## src/rtl/object_tracker.sv

```systemverilog
// Per-channel mask centroid tracker: accumulates masked pixel coordinates per frame and
// divides them with one shared restoring divider. Define OBJECT_TRACKER_SMOOTH_EN for one-pole output smoothing.
module object_tracker #(
  parameter int NUM_CH    = 2,
  parameter int H_WIDTH   = 11,
  parameter int V_WIDTH   = 10,
  parameter int MIN_COUNT = 16
) (
  input  logic                        clk_in,
  input  logic                        rst_in,
  input  logic [H_WIDTH-1:0]          x_in,
  input  logic [V_WIDTH-1:0]          y_in,
  input  logic [NUM_CH-1:0]           mask_in,
  input  logic                        valid_in,
  input  logic                        frame_start_in,
  output logic [NUM_CH*H_WIDTH-1:0]   x_out,
  output logic [NUM_CH*V_WIDTH-1:0]   y_out,
  output logic [NUM_CH-1:0]           found_out,
  output logic                        valid_out,
  output logic                        busy_out,
  output logic                        overrun_out
);

  localparam int SUM_W = 2*H_WIDTH + V_WIDTH;
  localparam int CH_W  = (NUM_CH > 1) ? $clog2(NUM_CH) : 1;
  localparam int BIT_W = $clog2(SUM_W) + 1;
  localparam logic [CH_W-1:0]  LAST_CH  = CH_W'(NUM_CH - 1);
  localparam logic [BIT_W-1:0] LAST_BIT = BIT_W'(SUM_W - 1);

  typedef enum logic [2:0] {IDLE, LOAD, DIV_X, DIV_Y, NEXT, DONE} state_t;

  state_t state_q, state_d;

  logic [SUM_W-1:0]   acc_x_q [NUM_CH];
  logic [SUM_W-1:0]   acc_x_d [NUM_CH];
  logic [SUM_W-1:0]   acc_y_q [NUM_CH];
  logic [SUM_W-1:0]   acc_y_d [NUM_CH];
  logic [SUM_W-1:0]   acc_n_q [NUM_CH];
  logic [SUM_W-1:0]   acc_n_d [NUM_CH];
  logic [SUM_W-1:0]   shd_x_q [NUM_CH];
  logic [SUM_W-1:0]   shd_x_d [NUM_CH];
  logic [SUM_W-1:0]   shd_y_q [NUM_CH];
  logic [SUM_W-1:0]   shd_y_d [NUM_CH];
  logic [SUM_W-1:0]   shd_n_q [NUM_CH];
  logic [SUM_W-1:0]   shd_n_d [NUM_CH];
  logic [H_WIDTH-1:0] x_q     [NUM_CH];
  logic [H_WIDTH-1:0] x_d     [NUM_CH];
  logic [V_WIDTH-1:0] y_q     [NUM_CH];
  logic [V_WIDTH-1:0] y_d     [NUM_CH];

  logic [NUM_CH-1:0] found_q, found_d;
  logic              valid_q, valid_d;
  logic              overrun_q, overrun_d;
  logic [CH_W-1:0]   ch_q, ch_d;
  logic [SUM_W-1:0]  quo_q, quo_d;
  logic [SUM_W-1:0]  rem_q, rem_d;
  logic [SUM_W-1:0]  dvs_q, dvs_d;
  logic [BIT_W-1:0]  bit_q, bit_d;

  logic [SUM_W:0]     rem_shift;
  logic               rem_ge;
  logic [SUM_W-1:0]   rem_next;
  logic [SUM_W-1:0]   quo_next;
  logic [H_WIDTH-1:0] x_raw, x_wr;
  logic [V_WIDTH-1:0] y_raw, y_wr;
  logic               load_skip;
  logic               div_last;

  function automatic logic [SUM_W-1:0] sat_add(input logic [SUM_W-1:0] a,
                                               input logic [SUM_W-1:0] b);
    logic [SUM_W:0] s;
    s = {1'b0, a} + {1'b0, b};
    return s[SUM_W] ? '1 : s[SUM_W-1:0];
  endfunction

  // Live accumulators; the frame_start cycle clears them and drops its own pixel.
  always_comb begin
    for (int c = 0; c < NUM_CH; c++) begin
      acc_x_d[c] = acc_x_q[c];
      acc_y_d[c] = acc_y_q[c];
      acc_n_d[c] = acc_n_q[c];
      if (frame_start_in) begin
        acc_x_d[c] = '0;
        acc_y_d[c] = '0;
        acc_n_d[c] = '0;
      end else if (valid_in && mask_in[c]) begin
        acc_x_d[c] = sat_add(acc_x_q[c], SUM_W'(x_in));
        acc_y_d[c] = sat_add(acc_y_q[c], SUM_W'(y_in));
        acc_n_d[c] = sat_add(acc_n_q[c], SUM_W'(1));
      end
    end
  end

  // One restoring-division step: the quotient shifts in where the dividend shifts out.
  always_comb begin
    rem_shift = {rem_q, quo_q[SUM_W-1]};
    rem_ge    = rem_shift[SUM_W] || (rem_shift[SUM_W-1:0] >= dvs_q);
    rem_next  = rem_ge ? (rem_shift[SUM_W-1:0] - dvs_q) : rem_shift[SUM_W-1:0];
    quo_next  = {quo_q[SUM_W-2:0], rem_ge};
    load_skip = shd_n_q[ch_q] < SUM_W'(MIN_COUNT);
    div_last  = (bit_q == LAST_BIT);
  end

  always_comb begin
    x_raw = quo_next[H_WIDTH-1:0];
    y_raw = quo_next[V_WIDTH-1:0];
`ifdef OBJECT_TRACKER_SMOOTH_EN
    begin
      logic [H_WIDTH:0] x_avg;
      logic [V_WIDTH:0] y_avg;
      x_avg = {1'b0, x_q[ch_q]} + {1'b0, x_raw};
      y_avg = {1'b0, y_q[ch_q]} + {1'b0, y_raw};
      x_wr  = found_q[ch_q] ? H_WIDTH'(x_avg >> 1) : x_raw;
      y_wr  = found_q[ch_q] ? V_WIDTH'(y_avg >> 1) : y_raw;
    end
`else
    x_wr = x_raw;
    y_wr = y_raw;
`endif
  end

  always_ff @(posedge clk_in or negedge rst_in) begin
    if (!rst_in) state_q <= IDLE;
    else         state_q <= state_d;
  end

  always_comb begin
    state_d = state_q;
    case (state_q)
      IDLE:    if (frame_start_in) state_d = LOAD;
      LOAD:    state_d = load_skip ? NEXT : DIV_X;
      DIV_X:   if (div_last) state_d = DIV_Y;
      DIV_Y:   if (div_last) state_d = NEXT;
      NEXT:    state_d = (ch_q == LAST_CH) ? DONE : LOAD;
      DONE:    state_d = IDLE;
      default: state_d = IDLE;
    endcase
  end

  // Datapath and output register updates driven by the current state.
  always_comb begin
    shd_x_d   = shd_x_q;
    shd_y_d   = shd_y_q;
    shd_n_d   = shd_n_q;
    x_d       = x_q;
    y_d       = y_q;
    found_d   = found_q;
    ch_d      = ch_q;
    quo_d     = quo_q;
    rem_d     = rem_q;
    dvs_d     = dvs_q;
    bit_d     = bit_q;
    valid_d   = (state_q == DONE);
    overrun_d = overrun_q || (frame_start_in && (state_q != IDLE));
    case (state_q)
      IDLE: begin
        if (frame_start_in) begin
          shd_x_d = acc_x_q;
          shd_y_d = acc_y_q;
          shd_n_d = acc_n_q;
          ch_d    = '0;
        end
      end
      LOAD: begin
        quo_d = shd_x_q[ch_q];
        rem_d = '0;
        dvs_d = shd_n_q[ch_q];
        bit_d = '0;
        if (load_skip) found_d[ch_q] = 1'b0;
      end
      DIV_X: begin
        quo_d = quo_next;
        rem_d = rem_next;
        bit_d = bit_q + BIT_W'(1);
        if (div_last) begin
          x_d[ch_q] = x_wr;
          quo_d     = shd_y_q[ch_q];
          rem_d     = '0;
          bit_d     = '0;
        end
      end
      DIV_Y: begin
        quo_d = quo_next;
        rem_d = rem_next;
        bit_d = bit_q + BIT_W'(1);
        if (div_last) begin
          y_d[ch_q]     = y_wr;
          found_d[ch_q] = 1'b1;
        end
      end
      NEXT: begin
        if (ch_q != LAST_CH) ch_d = ch_q + CH_W'(1);
      end
      default: ;
    endcase
  end

  always_ff @(posedge clk_in or negedge rst_in) begin
    if (!rst_in) begin
      for (int c = 0; c < NUM_CH; c++) begin
        acc_x_q[c] <= '0;
        acc_y_q[c] <= '0;
        acc_n_q[c] <= '0;
        shd_x_q[c] <= '0;
        shd_y_q[c] <= '0;
        shd_n_q[c] <= '0;
        x_q[c]     <= '0;
        y_q[c]     <= '0;
      end
      found_q   <= '0;
      valid_q   <= 1'b0;
      overrun_q <= 1'b0;
      ch_q      <= '0;
      quo_q     <= '0;
      rem_q     <= '0;
      dvs_q     <= '0;
      bit_q     <= '0;
    end else begin
      acc_x_q   <= acc_x_d;
      acc_y_q   <= acc_y_d;
      acc_n_q   <= acc_n_d;
      shd_x_q   <= shd_x_d;
      shd_y_q   <= shd_y_d;
      shd_n_q   <= shd_n_d;
      x_q       <= x_d;
      y_q       <= y_d;
      found_q   <= found_d;
      valid_q   <= valid_d;
      overrun_q <= overrun_d;
      ch_q      <= ch_d;
      quo_q     <= quo_d;
      rem_q     <= rem_d;
      dvs_q     <= dvs_d;
      bit_q     <= bit_d;
    end
  end

  always_comb begin
    x_out = '0;
    y_out = '0;
    for (int c = 0; c < NUM_CH; c++) begin
      x_out[c*H_WIDTH +: H_WIDTH] = x_q[c];
      y_out[c*V_WIDTH +: V_WIDTH] = y_q[c];
    end
    found_out   = found_q;
    valid_out   = valid_q;
    overrun_out = overrun_q;
    busy_out    = (state_q != IDLE);
  end

endmodule

```

## config.mk

```make
export PLATFORM = sky130hd
export DESIGN_NAME = object_tracker
export DESIGN_NICKNAME = d
export VERILOG_FILES = /design/src/rtl/object_tracker.sv
export SDC_FILE = /design/constraint.sdc
export NUM_CORES = 1
export LEC_CHECK = 0
export ABC_CLOCK_PERIOD_IN_PS = 3500
export BUFFER_PORTS_ARGS = -buffer_cell sky130_fd_sc_hd__buf_2
export CORE_MARGIN = 3
export CORE_UTILIZATION = 30
export CTS_BUF_LIST = sky130_fd_sc_hd__clkbuf_8
export CTS_CLUSTER_SIZE = 8
export DETAILED_ROUTE_END_ITERATION = 12
export HOLD_SLACK_MARGIN = 0.06
export PLACE_DENSITY = 0.5
export SYNTH_ARGS = -nofsm -noshare
export SYNTH_HDL_FRONTEND = slang
export SYNTH_SLANG_ARGS = --single-unit
```

## constraint.sdc

```tcl
create_clock -name clk_in -period 3.5 [get_ports clk_in]
set_input_delay 0.7 -clock clk_in [delete_from_list [all_inputs] [get_ports clk_in]]
set_output_delay 0.7 -clock clk_in [all_outputs]
set_load 0.01 [all_outputs]
```

# Word-level counts from Yosys, hierarchy flattened
# Cells that the tools add are included.
# totals
elab_cells	128
ff_bits	536
inputBits	27
# classes
eq_ne	10
addsub	9
n_lt_le_gt_ge	6
mux	54
reduce_logical	20
n_bitwise	4
# op_table
cell	n
$mux W32	30
$pmux W32 S3	2
$add A32 B1 Y33 const B	2
$add A32 B10 Y33	2
$add A32 B11 Y33	2
$ge A32 B32 Y1	1
$lt A32 B5 Y1 const B	1
$sub A32 B32 Y32	1
$bwmux W22	1
$bwmux W20	1
$pmux W6 S3	1
$mux W3	5
$pmux W3 S5	1
$demux W11 S1	1
$mux W11	1
$demux W10 S1	1
$mux W10	1
$ne A2 B2 Y1 const B	4
$reduce_and A2 Y1	4
$reduce_bool A2 Y1	4
$add A6 B1 Y6 const B	1
$eq A3 B2 Y1 const B	2
$eq A3 B3 Y1 const B	2
$eq A6 B5 Y1 const B	1
other kinds (21)	31

# Longest topological paths before layout
# Gate-level depths: netlist of run 1.
# logic_depth
depth_word	8
mapped_depth	14
ltp_nobuf	12

# Worst setup path after synthesis of run 1
# OpenSTA, ideal clock, no wires.
# synth_timing
path_kind	in2reg
from	input x_in[0]
to	register acc_x_q[1] in the netlist's numbering
cell_stages	12
t_arrival_ns	2.995
slack_ns	0.409
path_buffers	2
cell_sequence	ha_1 -> inv_1 -> fa_1 -> nor2b_1 -> o21ai_1 -> a2111o_1 -> a31oi_4 -> nand2b_2 -> or2_1 -> buf_6 -> buf_6 -> a311oi_2
# synth_via
elab_chain_len	4
# synth_rtl
item	line_no	rtl
from (decl)	11	input logic [H_WIDTH-1:0] x_in,
$add A32 B11 Y33	72	s = {1'b0, a} + {1'b0, b};
$mux W32	73	return s[SUM_W] ? '1 : s[SUM_W-1:0];
$mux W32	86	end else if (valid_in && mask_in[c]) begin
$mux W32	82	if (frame_start_in) begin
to (signal, indexed assignment)	201	acc_x_q[c] <= '0;
to (signal assigned)	219	acc_x_q <= acc_x_d;
to (decl)	34	logic [SUM_W-1:0] acc_x_q [NUM_CH];
# No other way between the ends. The select of a mux whose other input is x is not followed.
# A chain may end at the register's enable or synchronous reset.

# Worst setup path in the final report of run 1
# layout_timing
from	register quo_q[31]
to	register rem_q[10]
# layout_via
elab_chain_len	5
elab_cells_between_ends	6
cone_classes	1 x add/sub; 1 x order compare; 3 x mux; 1 x reduce/logical
# layout_rtl
item	line_no	rtl
from (decl)	55	logic [SUM_W-1:0] quo_q, quo_d;
from (signal assigned)	231	quo_q <= quo_d;
$ge A32 B32 Y1	97	rem_ge = rem_shift[SUM_W] || (rem_shift[SUM_W-1:0] >= dvs_q);
$logic_or A1 B1 Y1	97	
$mux W32 *	98	rem_next = rem_ge ? (rem_shift[SUM_W-1:0] - dvs_q) : rem_shift[SUM_W-1:0];
$mux W32	175	if (div_last) begin
$pmux W32 S3 *	155	case (state_q)
to (signal assigned)	232	rem_q <= rem_d;
to (decl)	56	logic [SUM_W-1:0] rem_q, rem_d;
# Mark *: on every way between the ends. The rest lies on a longest branch, timed or not.

==> reports/qor.csv, run 1 <==
stage,metric,value,unit
die,die_x,311,um
clock_network,ctsLongestPathBuffers,3,
critical_path,cp_max_fo,20,
placement,dpl_cell_area,30300,um^2
timing,final_worst_hold_slack,0.453,ns
die,ios,74,
layout,finalNetCount,2960,
clock_network,postCtsSetupRepairBufs,0,
layout,layout-drive-gt1-share,0.207,
timing,timing.slew.headroom,0.373,
layout,layout.cells.most_common,sky130_fd_sc_hd__dfrtp_1,
die,die_footprint,97000,um^2
drt,drt.antenna.violating_nets,0,
run_status,run_status,"finished, final reports clean",
placement,numPortBuffers,73,
logic_synthesis,synth-main-ff-cell,sky130_fd_sc_hd__dfrtp_1,
timing,worst_clock_skew,0.0235,ns
logic_synthesis,top_cells_by_area_in_the_synthesized_netlist,"sky130_fd_sc_hd__dfrtp_1 48%, sky130_fd_sc_hd__mux2_2 9.9%, sky130_fd_sc_hd__nor2_1 3.9%",
critical_path,timing_worst_setup_path_type,register to register,
die,area_inside_the_core_boundary,92100,um^2
timing,rsz0062_at_grt,false,
clock_network,cts_num_sinks,536,
grt,grtUsageTotal,0.160,
timing,max_freq,0.317,GHz
clock_network,tritoncts.num_buffers,95,
layout,stdcell_count,4169,
timing,final_min_period_over_clock_period,0.903,
clock_network,clk_transition_reported_paths,0.06,ns
power,vdd.ir_drop.worst,303,uV
logic_synthesis,synth.yosys.seq_area_share,0.479,
placement,dp_hpwl,55.0,mm
drt,met1Wirelength,39.8,mm
critical_path,flop2flop_setup_slack,0.34,ns
power,p_leak,14.7,nW
logic_synthesis,yosysUniqueCellTypes,81,
logic_synthesis,syn_avg_cell_area,10.2,um^2
logic_synthesis,synth.largest_area_cell,sky130_fd_sc_hd__dfrtp_1,
drt,route.detailed.vias_per_inst,5.15,
timing,min_period,3.16,ns
logic_synthesis,ys_seq_elements,536,
clock_network,cts_tree,done,
layout,fillCellCount,9302,
clock_network,htreeDepth,3,
critical_path,worst-endpoint-arrival,3.72,ns
timing,setup_slack,0.341,ns
clock_network,cts_resized,0,
drt,drcViolationCount,0,
flow_run,max_cap_violations,0,
drt,met2_wirelength,33.9,mm
die,floorplan.rows,111,
grt,vias_in_the_first_global_route,21200,
grt,overflow,0,
drt,met3_wirelength,2.88,mm
drt,dr_total_vias,21500,
critical_path,crit_required,4.06,ns
timing,totalNegativeSetupSlack,0,ns
timing,worst-slew-pin-transition,0.941,ns
layout,area_growth,15.0,%
layout,layout.area.seq,13400,um^2
drt,drt_pass1_iterations,5,
critical_path,worst_setup_path_start_kind,register,
placement,gp_congestion,0.831,
logic_synthesis,synth_top_area_frac,0.479,
power,pwr_density_cell,562,nW/um^2
placement,total_placed_cells_including_tap_cells,3996,
logic_synthesis,number_of_synthesized_flops_with_an_enable_pin,0,
logic_synthesis,yosys_warnings,0,
timing,timing.final.hold_violations,0,
die,chipHeight,311,um
layout,multi_input_area,13700,um^2
logic_synthesis,synth_area,28000,um^2
grt,grt_pass1_wl,125,mm
drt,highest-signal-layer,met5,
clock_network,clock_latency_reported_for_the_late_side_of_the_worst_skew_pair,0.70,ns
drt,dr.first_iter.drc_count,1449,
die,start_util,0.304,
timing,slew_violations,0,
drt,detail_route.wl_per_cell,18.7,um
logic_synthesis,syn-num-nets,2851,
logic_synthesis,async_reset_ff_frac,1.00,
layout,most-common-layout-cells,"535 x sky130_fd_sc_hd__dfrtp_1, 289 x sky130_fd_sc_hd__nor2_1, 246 x sky130_fd_sc_hd__mux2_2",
critical_path,critPathCaptureType,register,
grt,grt_start_max_net_pins,165,
clock_network,clockRootBuffer,sky130_fd_sc_hd__clkbuf_8,
timing,setup-violations-final,0,
placement,placement.setup.worst_slack,0.0579,ns
logic_synthesis,synthesis.instances,2742,
grt,antenna_found_initial,3,
layout,final_cell_area,32200,um^2
drt,routed_wl,78.1,mm
min_path,hold_path.class,input pin to register,
-- where the power goes --
group,leakage (nW),internal (W),total (W),switching [W]
Sequential,7.32,0.00691,0.00750,0.000598
Combinational,6.28,0.00187,0.00467,0.00281
Clock,1.11,0.00321,0.00590,0.00269
Total,14.7,0.0120,0.0181,0.00610
-- per-layer routing --
metal,GRT usage,vias to the layer above
li1,-,10300
met1,0.239,10700
met2,0.238,357
met3,0.0247,97
met4,0.0432,2
met5,0,-
-- through the flow --
stage	utilization	total power (W)
2_1_floorplan	-	0.0107
3_3_place_gp	0.329	0.0123
3_5_place_dp	0.329	0.0123
4_1_cts	0.350	0.0183
5_1_grt	0.350	0.0192
6_report	0.350	0.0181
-- worst max-delay path, stage by stage, from the launching register on --
cell and delay [ns]:
sky130_fd_sc_hd__dfrtp_1 0.43, sky130_fd_sc_hd__inv_1 0.16, sky130_fd_sc_hd__ha_1 0.20, sky130_fd_sc_hd__fa_1 0.19
sky130_fd_sc_hd__nor2b_1 0.08, sky130_fd_sc_hd__o22ai_2 0.17, sky130_fd_sc_hd__o221ai_1 0.23, sky130_fd_sc_hd__a211o_1 0.38
sky130_fd_sc_hd__o211a_1 0.28, sky130_fd_sc_hd__nor3_4 0.29, sky130_fd_sc_hd__buf_4 0.32, sky130_fd_sc_hd__nor2_1 0.08
sky130_fd_sc_hd__a21oi_1 0.12, sky130_fd_sc_hd__o21ai_1 0.08
-- Yosys cell counts (6+ instances only) --
cell type / count
sky130_fd_sc_hd__o21ai_0: 120
sky130_fd_sc_hd__a311oi_1: 48
sky130_fd_sc_hd__a31oi_1: 43
sky130_fd_sc_hd__buf_2: 16
sky130_fd_sc_hd__nor2b_1: 14
sky130_fd_sc_hd__or2_2: 12
sky130_fd_sc_hd__o21a_1: 21
sky130_fd_sc_hd__a211oi_1: 46
sky130_fd_sc_hd__o211ai_1: 7
sky130_fd_sc_hd__nand3_1: 85
sky130_fd_sc_hd__and3_1: 57
sky130_fd_sc_hd__inv_1: 68
sky130_fd_sc_hd__and2_1: 19
sky130_fd_sc_hd__dfrtp_1: 536
sky130_fd_sc_hd__nor3_1: 63
sky130_fd_sc_hd__nand2b_1: 18
sky130_fd_sc_hd__o21ai_1: 26
sky130_fd_sc_hd__xor2_1: 41
sky130_fd_sc_hd__o221a_2: 7
sky130_fd_sc_hd__and4_1: 10
sky130_fd_sc_hd__nand4_1: 28
sky130_fd_sc_hd__o211a_1: 12
sky130_fd_sc_hd__o22ai_1: 13
sky130_fd_sc_hd__a211o_1: 8
sky130_fd_sc_hd__nor4_1: 21
sky130_fd_sc_hd__a221oi_1: 32
sky130_fd_sc_hd__mux2_2: 246
sky130_fd_sc_hd__clkbuf_1: 124
sky130_fd_sc_hd__o31ai_1: 7
sky130_fd_sc_hd__a32oi_1: 8
sky130_fd_sc_hd__a21o_1: 32
sky130_fd_sc_hd__xnor2_1: 22
sky130_fd_sc_hd__nand2_1: 169
sky130_fd_sc_hd__a21oi_1: 208
sky130_fd_sc_hd__mux2i_1: 80
sky130_fd_sc_hd__ha_1: 77
sky130_fd_sc_hd__a22oi_1: 6
sky130_fd_sc_hd__buf_6: 6
sky130_fd_sc_hd__nor2_1: 292
-- kinds of logic after synthesis --
logic type,Yosys count,synth area share
compound gates,694,0.164
simple gates,820,0.140
buf+inv,221,0.0322
xor+xnor,63,0.0197
flops,536,0.479
fa+ha+maj,82,0.0380
mux,326,0.128
-- final timing paths --
kind / startpoint / to / depth (start not counted)
worst min-delay path: x_in[0] / acc_x_q[32]$_DFFE_PN0P_ / 4
worst min register to register: overrun_out$_DFF_PN0_ / overrun_out$_DFF_PN0_ / 1
worst max-delay path: quo_q[31]$_DFFE_PN0P_ / rem_q[10]$_DFFE_PN0P_ / 13
worst max register to register: quo_q[31]$_DFFE_PN0P_ / rem_q[10]$_DFFE_PN0P_ / 13
max in group asynchronous: rst_in / rem_q[19]$_DFFE_PN0P_ / 3
min in group asynchronous: rst_in / acc_x_q[37]$_DFFE_PN0P_ / 2
-- area by class of cell --
cell class,instances,share of cell area
Timing Repair Buffer,165,0.0412
Clock inverter,48,0.00731
Tap cell,1243,0.0483
Inverter,68,0.00793
Clock buffer,123,0.0526
Multi-Input combinational cell,1985,0.426
Sequential cell,536,0.417
Antenna cell,1,0.0000777
-- state kept, by name (all words and copies together), names as in the netlist, 20 cells and up, named ones only --
register and cells:
dvs_q 32, y_out 20, acc_y_q 64, acc_n_q 64
x_out 22, quo_q 32, acc_x_q 64, shd_y_q 64
rem_q 32, shd_n_q 64, shd_x_q 64
-- what timing repair did --
| item | in CTS | in global routing |
|---|---|---|
| hold buffers | 1 | 0 |
| setup endpoints to repair | 0 | 0 |
| endpoints found under the hold margin | 27 | 0 |
Power figures use the tool's default switching activity.
==> run 2: changes to the inputs <==
--- a/config.mk
+++ b/config.mk
@@ -8,12 +8,12 @@
 export ABC_CLOCK_PERIOD_IN_PS = 3500
 export BUFFER_PORTS_ARGS = -buffer_cell sky130_fd_sc_hd__buf_2
 export CORE_MARGIN = 3
-export CORE_UTILIZATION = 30
+export CORE_UTILIZATION = 40
 export CTS_BUF_LIST = sky130_fd_sc_hd__clkbuf_8
 export CTS_CLUSTER_SIZE = 8
 export DETAILED_ROUTE_END_ITERATION = 12
 export HOLD_SLACK_MARGIN = 0.06
-export PLACE_DENSITY = 0.5
+export PLACE_DENSITY = 0.61
 export SYNTH_ARGS = -nofsm -noshare
 export SYNTH_HDL_FRONTEND = slang
 export SYNTH_SLANG_ARGS = --single-unit
==> run 2 against run 1 <==
Compared with the run above:
- combinational power is 2% lower
- flip-flop and latch count stayed put
- final area is 2.1% lower
- via count is 2.2% higher
- clock power is 1% higher
- utilization is 11 points higher
- non-clock buffer count is 27 lower
- largest power group unchanged
- register-to-register slack worse by 0.03 ns
- final cell count is 8.3% lower
- maximum frequency is 0.83% lower
- count of clock-buffer cells in the layout is 10 lower
- critical path depth is 4 lower
==> reports/qor.csv, run 2 (synthesized netlist as in run 1, its figures left out) <==
stage,metric,value,unit
grt,vias_in_the_first_global_route,21700,
clock_network,htreeDepth,3,
die,ios,74,
drt,dr_total_vias,22000,
placement,total_placed_cells_including_tap_cells,3657,
min_path,worstHoldPathCells,1,
timing,setup-violations-final,0,
critical_path,r2r_start,rem_q[1]$_DFFE_PN0P_,
clock_network,clk_transition_reported_paths,0.06,ns
clock_network,cts_num_sinks,536,
die,die_x,271,um
layout,fillCellCount,6433,
die,die_footprint,73200,um^2
clock_network,tritoncts.num_buffers,94,
timing,worst_clock_skew,0.0499,ns
critical_path,regToRegEndpoint,rem_q[26]$_DFFE_PN0P_,
die,floorplan.rows,96,
layout,finalNetCount,2932,
timing,final_min_period_over_clock_period,0.910,
timing,slew_violations,0,
placement,numPortBuffers,73,
grt,overflow,0,
min_path,hold_path.class,register to register,
die,chipHeight,271,um
critical_path,worst_setup_path_start_kind,register,
layout,stdcell_count,3824,
placement,gp_congestion,0.857,
layout,multi_input_area,13700,um^2
grt,antenna_found_initial,2,
drt,dr.first_iter.drc_count,1691,
placement,dpl_cell_area,29500,um^2
run_status,run_status,"finished, final reports clean",
drt,routed_wl,73.5,mm
die,start_util,0.406,
timing,min_period,3.19,ns
clock_network,clockRootBuffer,sky130_fd_sc_hd__clkbuf_8,
layout,most-common-layout-cells,"535 x sky130_fd_sc_hd__dfrtp_1, 289 x sky130_fd_sc_hd__nor2_1, 246 x sky130_fd_sc_hd__mux2_2",
min_path,hold_path_startpoint,overrun_out$_DFF_PN0_,
timing,worst-slew-pin-transition,0.975,ns
clock_network,ctsLongestPathBuffers,3,
drt,route.detailed.vias_per_inst,5.75,
power,pwr_density_cell,573,nW/um^2
timing,rsz0062_at_grt,false,
critical_path,cp_max_fo,14,
drt,drcViolationCount,0,
power,power_consumption,0.0181,W
grt,grt_start_max_net_pins,165,
power,vdd.ir_drop.worst,310,uV
critical_path,crit_required,4.06,ns
die,area_inside_the_core_boundary,68900,um^2
timing,max_freq,0.314,GHz
drt,drt_pass1_iterations,5,
clock_network,clock_latency_reported_for_the_late_side_of_the_worst_skew_pair,0.72,ns
layout,area_growth,12.6,%
layout,final_cell_area,31500,um^2
clock_network,cts_tree,done,
critical_path,timing_worst_setup_path_type,register to register,
critical_path,critPathCaptureType,register,
layout,layout.area.seq,13400,um^2
critical_path,flop2flop_setup_slack,0.31,ns
drt,drt.antenna.violating_nets,0,
placement,dp_hpwl,51.2,mm
drt,detail_route.wl_per_cell,19.2,um
min_path,timing.hold.worst_endpoint,overrun_out$_DFF_PN0_,
grt,grtUsageTotal,0.200,
power,p_leak,14.5,nW
flow_run,max_cap_violations,0,
layout,layout-drive-gt1-share,0.197,
layout,layout.cells.most_common,sky130_fd_sc_hd__dfrtp_1,
timing,timing.slew.headroom,0.350,
critical_path,ff2ff_path_depth,9,
clock_network,cts_resized,0,
critical_path,worst-endpoint-arrival,3.74,ns
layout,final_util,0.457,
grt,grt_pass1_wl,120,mm
timing,totalNegativeSetupSlack,0,ns
timing,timing.final.hold_violations,0,
==> run 2: changes by cell type in the layout (fill, tap and decap cells not counted), sizes merged <==
cell	previous run	this run
clkinv	11	12
inv	100	102
clkbuf	123	113
bufinv	1	5
buf	164	137
clkinvlp	4	1
==> run 2: how the worst max path moves through the flow <==
stage	startpoint	endpoint
2_1_floorplan	x_in[0]	acc_x_q[1]$_DFFE_PN0P_
3_5_place_dp	y_in[0]	acc_y_q[48]$_DFFE_PN0P_
3_3_place_gp	y_in[0]	acc_y_q[46]$_DFFE_PN0P_
6_report	rem_q[1]$_DFFE_PN0P_	rem_q[26]$_DFFE_PN0P_
4_1_cts	rem_q[1]$_DFFE_PN0P_	rem_q[30]$_DFFE_PN0P_
5_1_grt	quo_q[31]$_DFFE_PN0P_	rem_q[25]$_DFFE_PN0P_
==> run 2: metrics by stage <==
stage	setup WS, ns	hold WS (ns)
detailed placement	-0.0233	0.446
CTS	0.266	0.422
global route	0.0767	0.465
global placement	0.107	0.445
finish	0.314	0.450
floorplan	0.409	0.404
==> run 2: final cells by class <==
type	instances	area share
Antenna cell	1	0.0000794
Clock buffer	113	0.0494
Clock inverter	52	0.0126
Inverter	68	0.00810
Multi-Input combinational cell	1985	0.435
Sequential cell	536	0.426
Tap cell	931	0.0370
Timing Repair Buffer	138	0.0324
==> run 2: worst max-delay path, cell delays in order (launching register included) <==
cell                       delay, ns
sky130_fd_sc_hd__dfrtp_1        0.39
sky130_fd_sc_hd__ha_1           0.35
sky130_fd_sc_hd__nor2b_1        0.19
sky130_fd_sc_hd__o22ai_2        0.17
sky130_fd_sc_hd__o221ai_1       0.24
sky130_fd_sc_hd__a211o_1        0.37
sky130_fd_sc_hd__o211a_1        0.26
sky130_fd_sc_hd__nor3_4         0.24
sky130_fd_sc_hd__nand2b_1       0.64
sky130_fd_sc_hd__o21ai_0        0.21
==> run 2: routing by layer <==
| metal | up-vias | GRT usage | routed length (um) |
|---|---|---|---|
| li1 | 10200 | - | - |
| met1 | 10900 | 0.286 | 34400 |
| met2 | 668 | 0.297 | 31900 |
| met3 | 161 | 0.0431 | 4840 |
| met4 | 0 | 0.0758 | 2380 |
| met5 | - | 0 | 0 |
==> run 2: power by group <==
part | total [W] | switching [W] | leakage [nW] | internal [W]
clock | 0.00596 | 0.00266 | 1.12 | 0.00330
combinational | 0.00459 | 0.00280 | 6.11 | 0.00180
sequential | 0.00749 | 0.000586 | 7.32 | 0.00691
total | 0.0181 | 0.00604 | 14.5 | 0.0120
==> run 2: what timing repair did <==
| action | 4_1_cts | 5_1_grt |
|---|---|---|
| hold endpoints to repair | 51 | 0 |
| hold buffers | 1 | 0 |
| buffers inserted | 0 | 0 |
==> run 3: changes to the inputs <==
--- a/config.mk
+++ b/config.mk
@@ -5,7 +5,7 @@
 export SDC_FILE = /design/constraint.sdc
 export NUM_CORES = 1
 export LEC_CHECK = 0
-export ABC_CLOCK_PERIOD_IN_PS = 3500
+export ABC_CLOCK_PERIOD_IN_PS = 3700
 export BUFFER_PORTS_ARGS = -buffer_cell sky130_fd_sc_hd__buf_2
 export CORE_MARGIN = 3
 export CORE_UTILIZATION = 40
==> constraint.sdc (replaced) <==
create_clock -name clk_in -period 3.7 [get_ports clk_in]
set_input_delay 0.74 -clock clk_in [delete_from_list [all_inputs] [get_ports clk_in]]
set_output_delay 0.74 -clock clk_in [all_outputs]
set_load 0.01 [all_outputs]
==> run 3 against run 2 <==
Compared with the run above:
- clock skew fell by 0.0060 ns
- critical path type unchanged
- non-clock buffer count fell by 7
- first-iteration DRC count fell by 2.5%
- clock power fell by 8.6%
- combinational power fell by 4%
- count of clock-buffer cells in the layout rose by 3
- register-to-register slack improved by 0.20 ns
- maximum frequency rose by 0.13%
==> reports/qor.csv, run 3 (synthesized netlist as in run 1, its figures left out) <==
stage,metric,value,unit
run_status,run_status,"finished, final reports clean",
die,area_inside_the_core_boundary,68900,um^2
clock_network,clockRootBuffer,sky130_fd_sc_hd__clkbuf_8,
layout,stdcell_count,3816,
layout,finalNetCount,2926,
timing,rsz0062_at_grt,false,
grt,overflow,0,
die,chipHeight,271,um
flow_run,max_cap_violations,0,
placement,gp_congestion,0.869,
drt,drcViolationCount,0,
clock_network,clk_transition_reported_paths,0.06,ns
layout,final_util,0.455,
clock_network,cts_resized,0,
layout,final_cell_area,31400,um^2
drt,dr.first_iter.drc_count,1649,
die,die_x,271,um
drt,route.detailed.vias_per_inst,5.74,
grt,groute.layer.met3.usage,0.0364,
critical_path,crit_required,4.26,ns
drt,drt_pass1_iterations,5,
critical_path,regToRegEndpoint,acc_y_q[51]$_DFFE_PN0P_,
critical_path,setup.worst_path.start,acc_y_q[32]$_DFFE_PN0P_,
grt,grtUsageTotal,0.201,
timing,worst-slew-pin-transition,0.921,ns
critical_path,flop2flop_setup_slack,0.52,ns
power,vdd.ir_drop.worst,344,uV
layout,layout-drive-gt1-share,0.195,
die,die_footprint,73200,um^2
placement,numPortBuffers,73,
critical_path,worst_setup_path_start_kind,register,
layout,area_growth,12.1,%
critical_path,timing_worst_setup_path_type,register to register,
grt,grt_util_met2,0.314,
die,floorplan.rows,96,
clock_network,cts_tree,done,
timing,timing.final.hold_violations,0,
die,ios,74,
clock_network,ctsLongestPathBuffers,3,
critical_path,r2r_start,acc_y_q[32]$_DFFE_PN0P_,
timing,final_min_period_over_clock_period,0.860,
timing,setup-violations-final,0,
power,p_leak,14.5,nW
placement,dp_hpwl,51.0,mm
power,pwr_density_cell,540,nW/um^2
clock_network,htreeDepth,3,
grt,grt_start_max_net_pins,165,
layout,most-common-layout-cells,"535 x sky130_fd_sc_hd__dfrtp_1, 289 x sky130_fd_sc_hd__nor2_1, 246 x sky130_fd_sc_hd__mux2_2",
placement,total_placed_cells_including_tap_cells,3651,
layout,layout.cells.most_common,sky130_fd_sc_hd__dfrtp_1,
drt,drt.antenna.violating_nets,0,
clock_network,tritoncts.num_buffers,95,
grt,gr-usage-met1,0.286,
critical_path,cp_max_fo,12,
timing,setup_slack,0.518,ns
clock_network,hold_buffers,0,
grt,grt_pass1_wl,120,mm
critical_path,ff2ff_path_depth,12,
drt,detail_route.wl_per_cell,19.5,um
critical_path,critPathCaptureType,register,
timing,totalNegativeSetupSlack,0,ns
critical_path,worst-endpoint-arrival,3.74,ns
critical_path,crit_path_end,acc_y_q[51]$_DFFE_PN0P_,
drt,dr_total_vias,21900,
timing,worst_clock_skew,0.0439,ns
die,start_util,0.406,
timing,min_period,3.18,ns
grt,top_usage_layer,met2,
clock_network,cts_num_sinks,536,
min_path,hold_path.class,input pin to asynchronous set/reset pin,
timing,max_freq,0.314,GHz
timing,timing.slew.headroom,0.386,
placement,dpl_cell_area,29500,um^2
clock_network,postCtsSetupRepairBufs,0,
placement,placement.setup.worst_slack,0.179,ns
drt,routed_wl,74.2,mm
grt,vias_in_the_first_global_route,21300,
grt,antenna_found_initial,1,
timing,slew_violations,0,
clock_network,clock_latency_reported_for_the_late_side_of_the_worst_skew_pair,0.69,ns
[run 3: critical path, stage by stage, from the launching register on]
cell and delay [ns]:
sky130_fd_sc_hd__dfrtp_1 0.41, sky130_fd_sc_hd__ha_1 0.19, sky130_fd_sc_hd__inv_1 0.06, sky130_fd_sc_hd__fa_1 0.40, sky130_fd_sc_hd__nor2b_1 0.14, sky130_fd_sc_hd__o21a_1 0.17
sky130_fd_sc_hd__o21ai_1 0.07, sky130_fd_sc_hd__a21oi_1 0.20, sky130_fd_sc_hd__o211ai_1 0.28, sky130_fd_sc_hd__a211o_1 0.54, sky130_fd_sc_hd__a21oi_1 0.20, sky130_fd_sc_hd__nor2_1 0.08
sky130_fd_sc_hd__a311oi_1 0.28
[run 3: final cells by class]
| class | instances | area (um^2) |
|---|---|---|
| Fill cell | 6463 | 37600 |
| Multi-Input combinational cell | 1985 | 13700 |
| Sequential cell | 536 | 13400 |
| Clock buffer | 116 | 1600 |
| Timing Repair Buffer | 131 | 955 |
| Antenna cell | 1 | 2.50 |
| Inverter | 68 | 255 |
| Tap cell | 931 | 1160 |
| Clock inverter | 48 | 273 |
[run 3: how the worst min path moves through the flow]
stage               slack [ns]                    endpoint                   from  cells after the start
floorplan                 0.44  asynchronous set/reset pin                 rst_in                      0
global placement          0.45       overrun_out$_DFF_PN0_  overrun_out$_DFF_PN0_                      1
detailed placement        0.44       overrun_out$_DFF_PN0_  overrun_out$_DFF_PN0_                      1
CTS                       0.08      state_q[1]$_DFFE_PN0P_                 rst_in                      1
global route              0.12        quo_q[0]$_DFFE_PN0P_                 rst_in                      1
finish                    0.09      state_q[1]$_DFFE_PN0P_                 rst_in                      1
[run 3: stage by stage]
stage | hold slack (ns) | total power, W
after floorplan | 0.444 | 0.0102
after global placement | 0.446 | 0.0114
after detailed placement | 0.443 | 0.0116
after CTS | 0.0832 | 0.0171
after global routing | 0.119 | 0.0179
final | 0.0914 | 0.0170
[run 3: report_power, final]
part | total (W) | switching (W) | leakage [nW] | internal (W)
sequential | 0.00707 | 0.000539 | 7.32 | 0.00654
combinational | 0.00442 | 0.00274 | 6.07 | 0.00169
clock | 0.00545 | 0.00250 | 1.09 | 0.00296
total | 0.0170 | 0.00577 | 14.5 | 0.0112
[run 3: layer usage]
metal,up-vias,share of wire,routed length (um)
met4,0,0.019,1420
met3,108,0.063,4710
met2,692,0.45,33700
met1,10900,0.46,34400
li1,10200,-,-
met5,-,0,0
